--- src/rtl/core_pkg.sv ---
// core_pkg: shared register-address width and EX operand forward-select encodings.
package core_pkg;
    localparam int REG_AW = 5;
    typedef enum logic [1:0] {
        FWD_RF  = 2'b00,
        FWD_LO  = 2'b01,
        FWD_MEM = 2'b10,
        FWD_WB  = 2'b11
    } fwd_e;
endpackage

--- src/rtl/lo_scoreboard.sv ---
// lo_scoreboard: busy bits and in-flight count for long-latency ops, with a same-cycle done bypass.
module lo_scoreboard #(
    parameter int NUM_SRC         = 2,
    parameter int REG_AW          = core_pkg::REG_AW,
    parameter int MAX_OUTSTANDING = 2
) (
    input  logic                      i_clk,
    input  logic                      i_rst,
    input  logic [NUM_SRC*REG_AW-1:0] i_rs,
    input  logic                      i_issue,
    input  logic [REG_AW-1:0]         i_issue_rd,
    input  logic                      i_done,
    input  logic [REG_AW-1:0]         i_done_rd,
    output logic [NUM_SRC-1:0]        o_src_busy,
    output logic [NUM_SRC-1:0]        o_src_lo_fwd,
    output logic                      o_issue_busy,
    output logic                      o_full
);
    localparam int NREG = 1 << REG_AW;
    localparam int OW   = $clog2(MAX_OUTSTANDING + 1);
    logic [NREG-1:0]   busy_q, busy_d;
    logic [OW-1:0]     outstanding_q, outstanding_d;
    logic [REG_AW-1:0] rs [NUM_SRC];
    // A completing op frees its register in the same cycle via the writeback-bus bypass
    for (genvar k = 0; k < NUM_SRC; k++) begin : g_src
        assign rs[k]           = i_rs[k*REG_AW +: REG_AW];
        assign o_src_busy[k]   = busy_q[rs[k]] && !(i_done && i_done_rd == rs[k]);
        assign o_src_lo_fwd[k] = busy_q[rs[k]] && i_done && i_done_rd == rs[k];
    end
    assign o_issue_busy = busy_q[i_issue_rd] && !(i_done && i_done_rd == i_issue_rd);
    assign o_full       = outstanding_q == OW'(MAX_OUTSTANDING);
    always_comb begin
        busy_d = '0;
        for (int r = 1; r < NREG; r++)
            busy_d[r] = (i_issue && i_issue_rd == REG_AW'(r)) ||
                        (busy_q[r] && !(i_done && i_done_rd == REG_AW'(r)));
        outstanding_d = (i_issue && !i_done) ? outstanding_q + OW'(1) :
                        (!i_issue && i_done && outstanding_q != '0) ? outstanding_q - OW'(1) :
                        outstanding_q;
    end
    always_ff @(posedge i_clk or posedge i_rst)
        if (i_rst) begin
            busy_q        <= '0;
            outstanding_q <= '0;
        end else begin
            busy_q        <= busy_d;
            outstanding_q <= outstanding_d;
        end
endmodule

--- src/rtl/fwd_hazard_scoreboard.sv ---
// fwd_hazard_scoreboard: EX operand forwarding (MEM > WB > LO), load-use and long-latency
// scoreboard stall detection, and a saturating stalled-cycle counter.
module fwd_hazard_scoreboard #(
    parameter int NUM_SRC         = 2,
    parameter int REG_AW          = core_pkg::REG_AW,
    parameter int MAX_OUTSTANDING = 2,
    parameter int CNT_W           = 16
) (
    input  logic                      i_clk,
    input  logic                      i_rst,
    input  logic [NUM_SRC*REG_AW-1:0] i_rs,
    input  logic [NUM_SRC-1:0]        i_rs_used,
    input  logic [REG_AW-1:0]         i_EX_Rd,
    input  logic                      i_ctrl_EX_MemRead,
    input  logic [REG_AW-1:0]         i_MEM_Rd,
    input  logic                      i_ctrl_MEM_RegWrite,
    input  logic [REG_AW-1:0]         i_WB_Rd,
    input  logic                      i_ctrl_WB_RegWrite,
    input  logic                      i_lo_issue,
    input  logic [REG_AW-1:0]         i_lo_issue_rd,
    input  logic                      i_lo_done,
    input  logic [REG_AW-1:0]         i_lo_done_rd,
    output logic [2*NUM_SRC-1:0]      o_ctrl_Forward,
    output logic                      o_stall,
    output logic                      o_lo_full,
    output logic [CNT_W-1:0]          o_stall_cnt
);
    import core_pkg::*;
    logic [REG_AW-1:0]  rs [NUM_SRC];
    logic [NUM_SRC-1:0] src_busy, src_lo_fwd, hazard;
    logic               issue_busy, issue_acc;
    logic [CNT_W-1:0]   stall_cnt_q, stall_cnt_d;
    for (genvar k = 0; k < NUM_SRC; k++) begin : g_rs
        assign rs[k] = i_rs[k*REG_AW +: REG_AW];
    end
    lo_scoreboard #(
        .NUM_SRC(NUM_SRC),
        .REG_AW(REG_AW),
        .MAX_OUTSTANDING(MAX_OUTSTANDING)
    ) u_lo (
        .i_clk(i_clk),
        .i_rst(i_rst),
        .i_rs(i_rs),
        .i_issue(issue_acc),
        .i_issue_rd(i_lo_issue_rd),
        .i_done(i_lo_done),
        .i_done_rd(i_lo_done_rd),
        .o_src_busy(src_busy),
        .o_src_lo_fwd(src_lo_fwd),
        .o_issue_busy(issue_busy),
        .o_full(o_lo_full)
    );
    always_comb begin
        o_ctrl_Forward = '0;
        hazard         = '0;
        for (int s = 0; s < NUM_SRC; s++) begin
            o_ctrl_Forward[2*s +: 2] = (rs[s] == '0) ? FWD_RF :
                                       (i_ctrl_MEM_RegWrite && i_MEM_Rd == rs[s]) ? FWD_MEM :
                                       (i_ctrl_WB_RegWrite && i_WB_Rd == rs[s]) ? FWD_WB :
                                       src_lo_fwd[s] ? FWD_LO : FWD_RF;
            hazard[s] = i_rs_used[s] && rs[s] != '0 &&
                        ((i_ctrl_EX_MemRead && i_EX_Rd == rs[s]) || src_busy[s]);
        end
    end
    // Issue is held back on overflow or on a WAW against a still-busy destination
    assign o_stall     = |hazard || (i_lo_issue && (o_lo_full || (i_lo_issue_rd != '0 && issue_busy)));
    assign issue_acc   = i_lo_issue && !o_stall;
    assign stall_cnt_d = (o_stall && stall_cnt_q != '1) ? stall_cnt_q + CNT_W'(1) : stall_cnt_q;
    assign o_stall_cnt = stall_cnt_q;
    always_ff @(posedge i_clk or posedge i_rst)
        if (i_rst) stall_cnt_q <= '0;
        else       stall_cnt_q <= stall_cnt_d;
endmodule

--- config.mk ---
export PLATFORM = sky130hd
export DESIGN_NAME = fwd_hazard_scoreboard
export DESIGN_NICKNAME = d
export VERILOG_FILES = /design/src/rtl/core_pkg.sv /design/src/rtl/lo_scoreboard.sv /design/src/rtl/fwd_hazard_scoreboard.sv
export SDC_FILE = /design/constraint.sdc
export NUM_CORES = 1
export LEC_CHECK = 0
export ABC_AREA = 1
export BUFFER_PORTS_ARGS = -buffer_cell sky130_fd_sc_hd__buf_2
export CAP_MARGIN = 20
export CORE_AREA = 3 3 92 94
export DETAILED_ROUTE_END_ITERATION = 10
export DIE_AREA = 0 0 95 97
export PLACE_DENSITY = 0.77
export SYNTH_ARGS = -nofsm -noshare
export SYNTH_HDL_FRONTEND = slang
export SYNTH_SLANG_ARGS = --single-unit
--- constraint.sdc ---
create_clock -name i_clk -period 4.28 [get_ports i_clk]
set_input_delay 0.428 -clock i_clk [delete_from_list [all_inputs] [get_ports i_clk]]
set_output_delay 0.428 -clock i_clk [all_outputs]
set_load 0.1 [all_outputs]
==> impl_metrics.tcl <==
set metrics [dict create \
    path_class "input port to primary output" \
    antenna_found_initial 0 \
    grt_pass1_wl_mm 22.49 \
    endpoint_kind "primary output" \
    hold_path_depth 5 \
    synth_compound_area_share_pct 16.31 \
    worst_r2r_path_depth 13 \
    synthTopCellsByArea "dfrtp_1 (29%), nand2_1 (19%), nand3_1 (12%), o21ai_0 (8.2%), inv_1 (6.7%)" \
    fin_nets 772 \
    diodes 0 \
    synth-xor-area-share_pct 4.321 \
    hold_viol_final 0 \
    arrival_ns 2.55 \
    cap_violations 0 \
    critPathTopFamily "buffers and inverters" \
    first_pass_iters 10 \
    ys_seq_area_share_pct 28.81 \
    fin_crit_sh_pct 69.63 \
    yosysMostFrequentCell "nand2_1" \
    max_freq_mhz 335.6 \
    fin_worst_skew_ns 0.008573 \
    path_cells "buf_2 > inv_1 > nand2_1 > nand3_1 > nand3_1 > nand2_1 > nand2_1 > nand3_1 > nand2_1 > o21ai_0 > nand2_1 > nor2_1 > buf_2" \
    worst_slew_pin_slew_ns 0.7556 \
    setup_tns_ns 0 \
    crit_path_max_fanout 21 \
    max-slew-margin-rel_pct 49.51 \
    area_delta_synth_final_pct 9.465 \
    start_util_pct 55.08 \
    synth_flop_cell "dfrtp_1" \
    via_per_inst 5.955 \
    syn_avg_cell_area_um2 6.214 \
    netlist_area_um2 4257 \
    powerDensity_nw_per_um2 414.1 \
    worst-path-stages 13 \
    gp_congestion 0.9811 \
    slew_violations 0 \
    grt.total_usage_pct 30.17 \
    num_vias 4943 \
    dieHeight_um 97 \
    place_ws_ns 1.188 \
    grt_overflow 0 \
    cts_buffers 5 \
    portBuffers 65 \
    cts_tree "yes" \
    h-tree-depth 2 \
    async_flop_share_pct 100.0 \
    vdd_drop_max_mv 0.5682 \
    synthMuxAreaShare_pct 0 \
    ys_types 34 \
    drc 0 \
    grt_max_degree 50 \
    drt-total-wl_mm 13.45 \
    clock_sinks 49 \
    grt_setup_unrepaired "false" \
    drive_above_1_share_pct 13.32 \
    synthSimpleGateAreaFrac_pct 38.12 \
    synth_adder_area_share_pct 0.2939 \
    synthTopCellsByCount "nand2_1 (214), nand3_1 (101), inv_1 (76), o21ai_0 (70), dfrtp_1 (49)" \
    status "complete, no violations" \
    startpoint_type "input port" \
    postCtsSetupBuffers 0 \
    syn-num-nets 730 \
    synth-seq-cells 49 \
    ios 66 \
    synth-edff-count 0 \
    drt_iter0_drc 548 \
    die_width_um 95 \
    required_ns 3.85 \
    setup_ws_ns 1.300 \
    critPathMaxStageDelay_ns 0.54 \
    setup_viol 0 \
    synth_top_family_by_area "simple AND/OR/NAND/NOR gates" \
    wire_per_inst_um 16.21 \
    p_leak_nw 2.302 \
    grt_pass1_vias 4602 \
    synth_cells 685 \
    std_cell_rows 32 \
    yosysTopAreaCell "dfrtp_1" \
    crit_buf_inv 3 \
    dieArea_um2 9215 \
    min_path_type "input port to flop" \
    yosysWarnings 0 \
    core-area_um2 7727 \
    dpl.hpwl_mm 9.771 \
    yosysTopAreaCellShare_pct 28.81 \
    fin_crit_ns 2.980 \
    path_common_cell "nand2_1" \
    root_buffer "clkbuf_8" \
    clkTransAtPathRegs_ns 0.08 \
    ant_nets 0 \
    clk_latency_ns 0.31 \
    cts_buffer_depth 2 \
    crit_slowest_cell "inv_1" \
]
worst min-delay path, cell delays in order:
cell,delay [ns]
buf_2,0.12
inv_1,0.05
nor2_1,0.04
nand4_1,0.06
nand2_1,0.05
layer usage:
layer	up-vias	track usage (%)	wire length [µm]
met5	-	0	0
met4	0	10.77	335
met3	33	4.355	1292
met2	293	47.45	6233
met1	2288	41.97	5589
li1	2329	-	-
flip-flops by register name, summed over array words and instances (netlist names):
register	count
u_lo.outstanding_q	2
o_stall_cnt	16
u_lo.busy_q	31
layout make-up:
cell class | count | area [µm²]
Timing Repair Buffer | 67 | 355.3
Clock inverter | 1 | 30.03
Sequential cell | 49 | 1226
Fill cell | 751 | 3068
Tap cell | 102 | 127.6
Inverter | 84 | 320.3
Clock buffer | 7 | 86.33
Multi-Input combinational cell | 520 | 2514
through the flow:
stage / total power [W] / hold slack (ns) / instances / area (µm²) / utilization (%)
floorplan: 0.001367 / 0.4713 / 685 / 4257 / -
global route: 0.002055 / 0.5212 / 830 / 4659 / 60.30
CTS: 0.001915 / 0.3923 / 828 / 4629 / 59.91
finish: 0.001929 / 0.4917 / 830 / 4659 / 60.30
detailed placement: 0.001571 / 0.4997 / 820 / 4513 / 58.40
global placement: 0.001554 / 0.4948 / 820 / 4513 / 58.40
cells by family (layout without fill, tap and decap cells):
logic type                 count (synthesis)  after routing
buffers and inverters                    116            159
xor gates and xnor gates                  21             21
and+or+nand+nor                          374            374
AOI/OAI and AO/OA                        124            124
DFF                                       49             49
adders and majority gates                  1              1
cell usage in the layout, fill, tap and decap left out, types with 3 or more instances in the layout:
cell type / count
buf_2: 65
nor2_1: 29
o21ai_2: 3
a21oi_1: 12
o21ai_1: 12
nand3_1: 101
xor2_1: 13
dfrtp_1: 49
nor2_2: 7
clkinv_1: 3
o21ai_0: 70
nand4_1: 7
a221oi_1: 9
inv_1: 75
nand2_1: 214
o22ai_1: 15
xnor2_1: 8
clkbuf_8: 6
inv_2: 4
nor3_1: 6
power by group:
part / internal [W] / leakage (nW) / switching (W) / total, W
logic: 0.000214 / 1.60 / 0.000648 / 0.000862
clock network: 0.000191 / 0.0585 / 0.000155 / 0.000346
registers: 0.000576 / 0.646 / 0.000145 / 0.000721
total: 0.000981 / 2.30 / 0.000948 / 0.00193
what timing repair did:
item / 4_1_cts / 5_1_grt
hold buffers: 0 / 1
gates resized for setup: 0 / 0
hold endpoints to repair: 0 / 4
final timing paths:
| path | from | endpoint | slack (ns) |
|---|---|---|---|
| worst max register to register | u_lo.busy_q[8] | u_lo.outstanding_q[0] | 1.70 |
| worst min-delay path | i_lo_issue | u_lo.outstanding_q[1] | 0.49 |
| min in group asynchronous | i_rst | u_lo.busy_q[25] | 0.53 |
| worst min register to register | o_stall_cnt[3] | o_stall_cnt[3] | 0.51 |
| worst max-delay path | i_rs[0] | o_ctrl_Forward[0] | 1.30 |
| max in group asynchronous | i_rst | u_lo.busy_q[4] | 3.30 |
No activity file was read; power rests on OpenSTA's default activity.
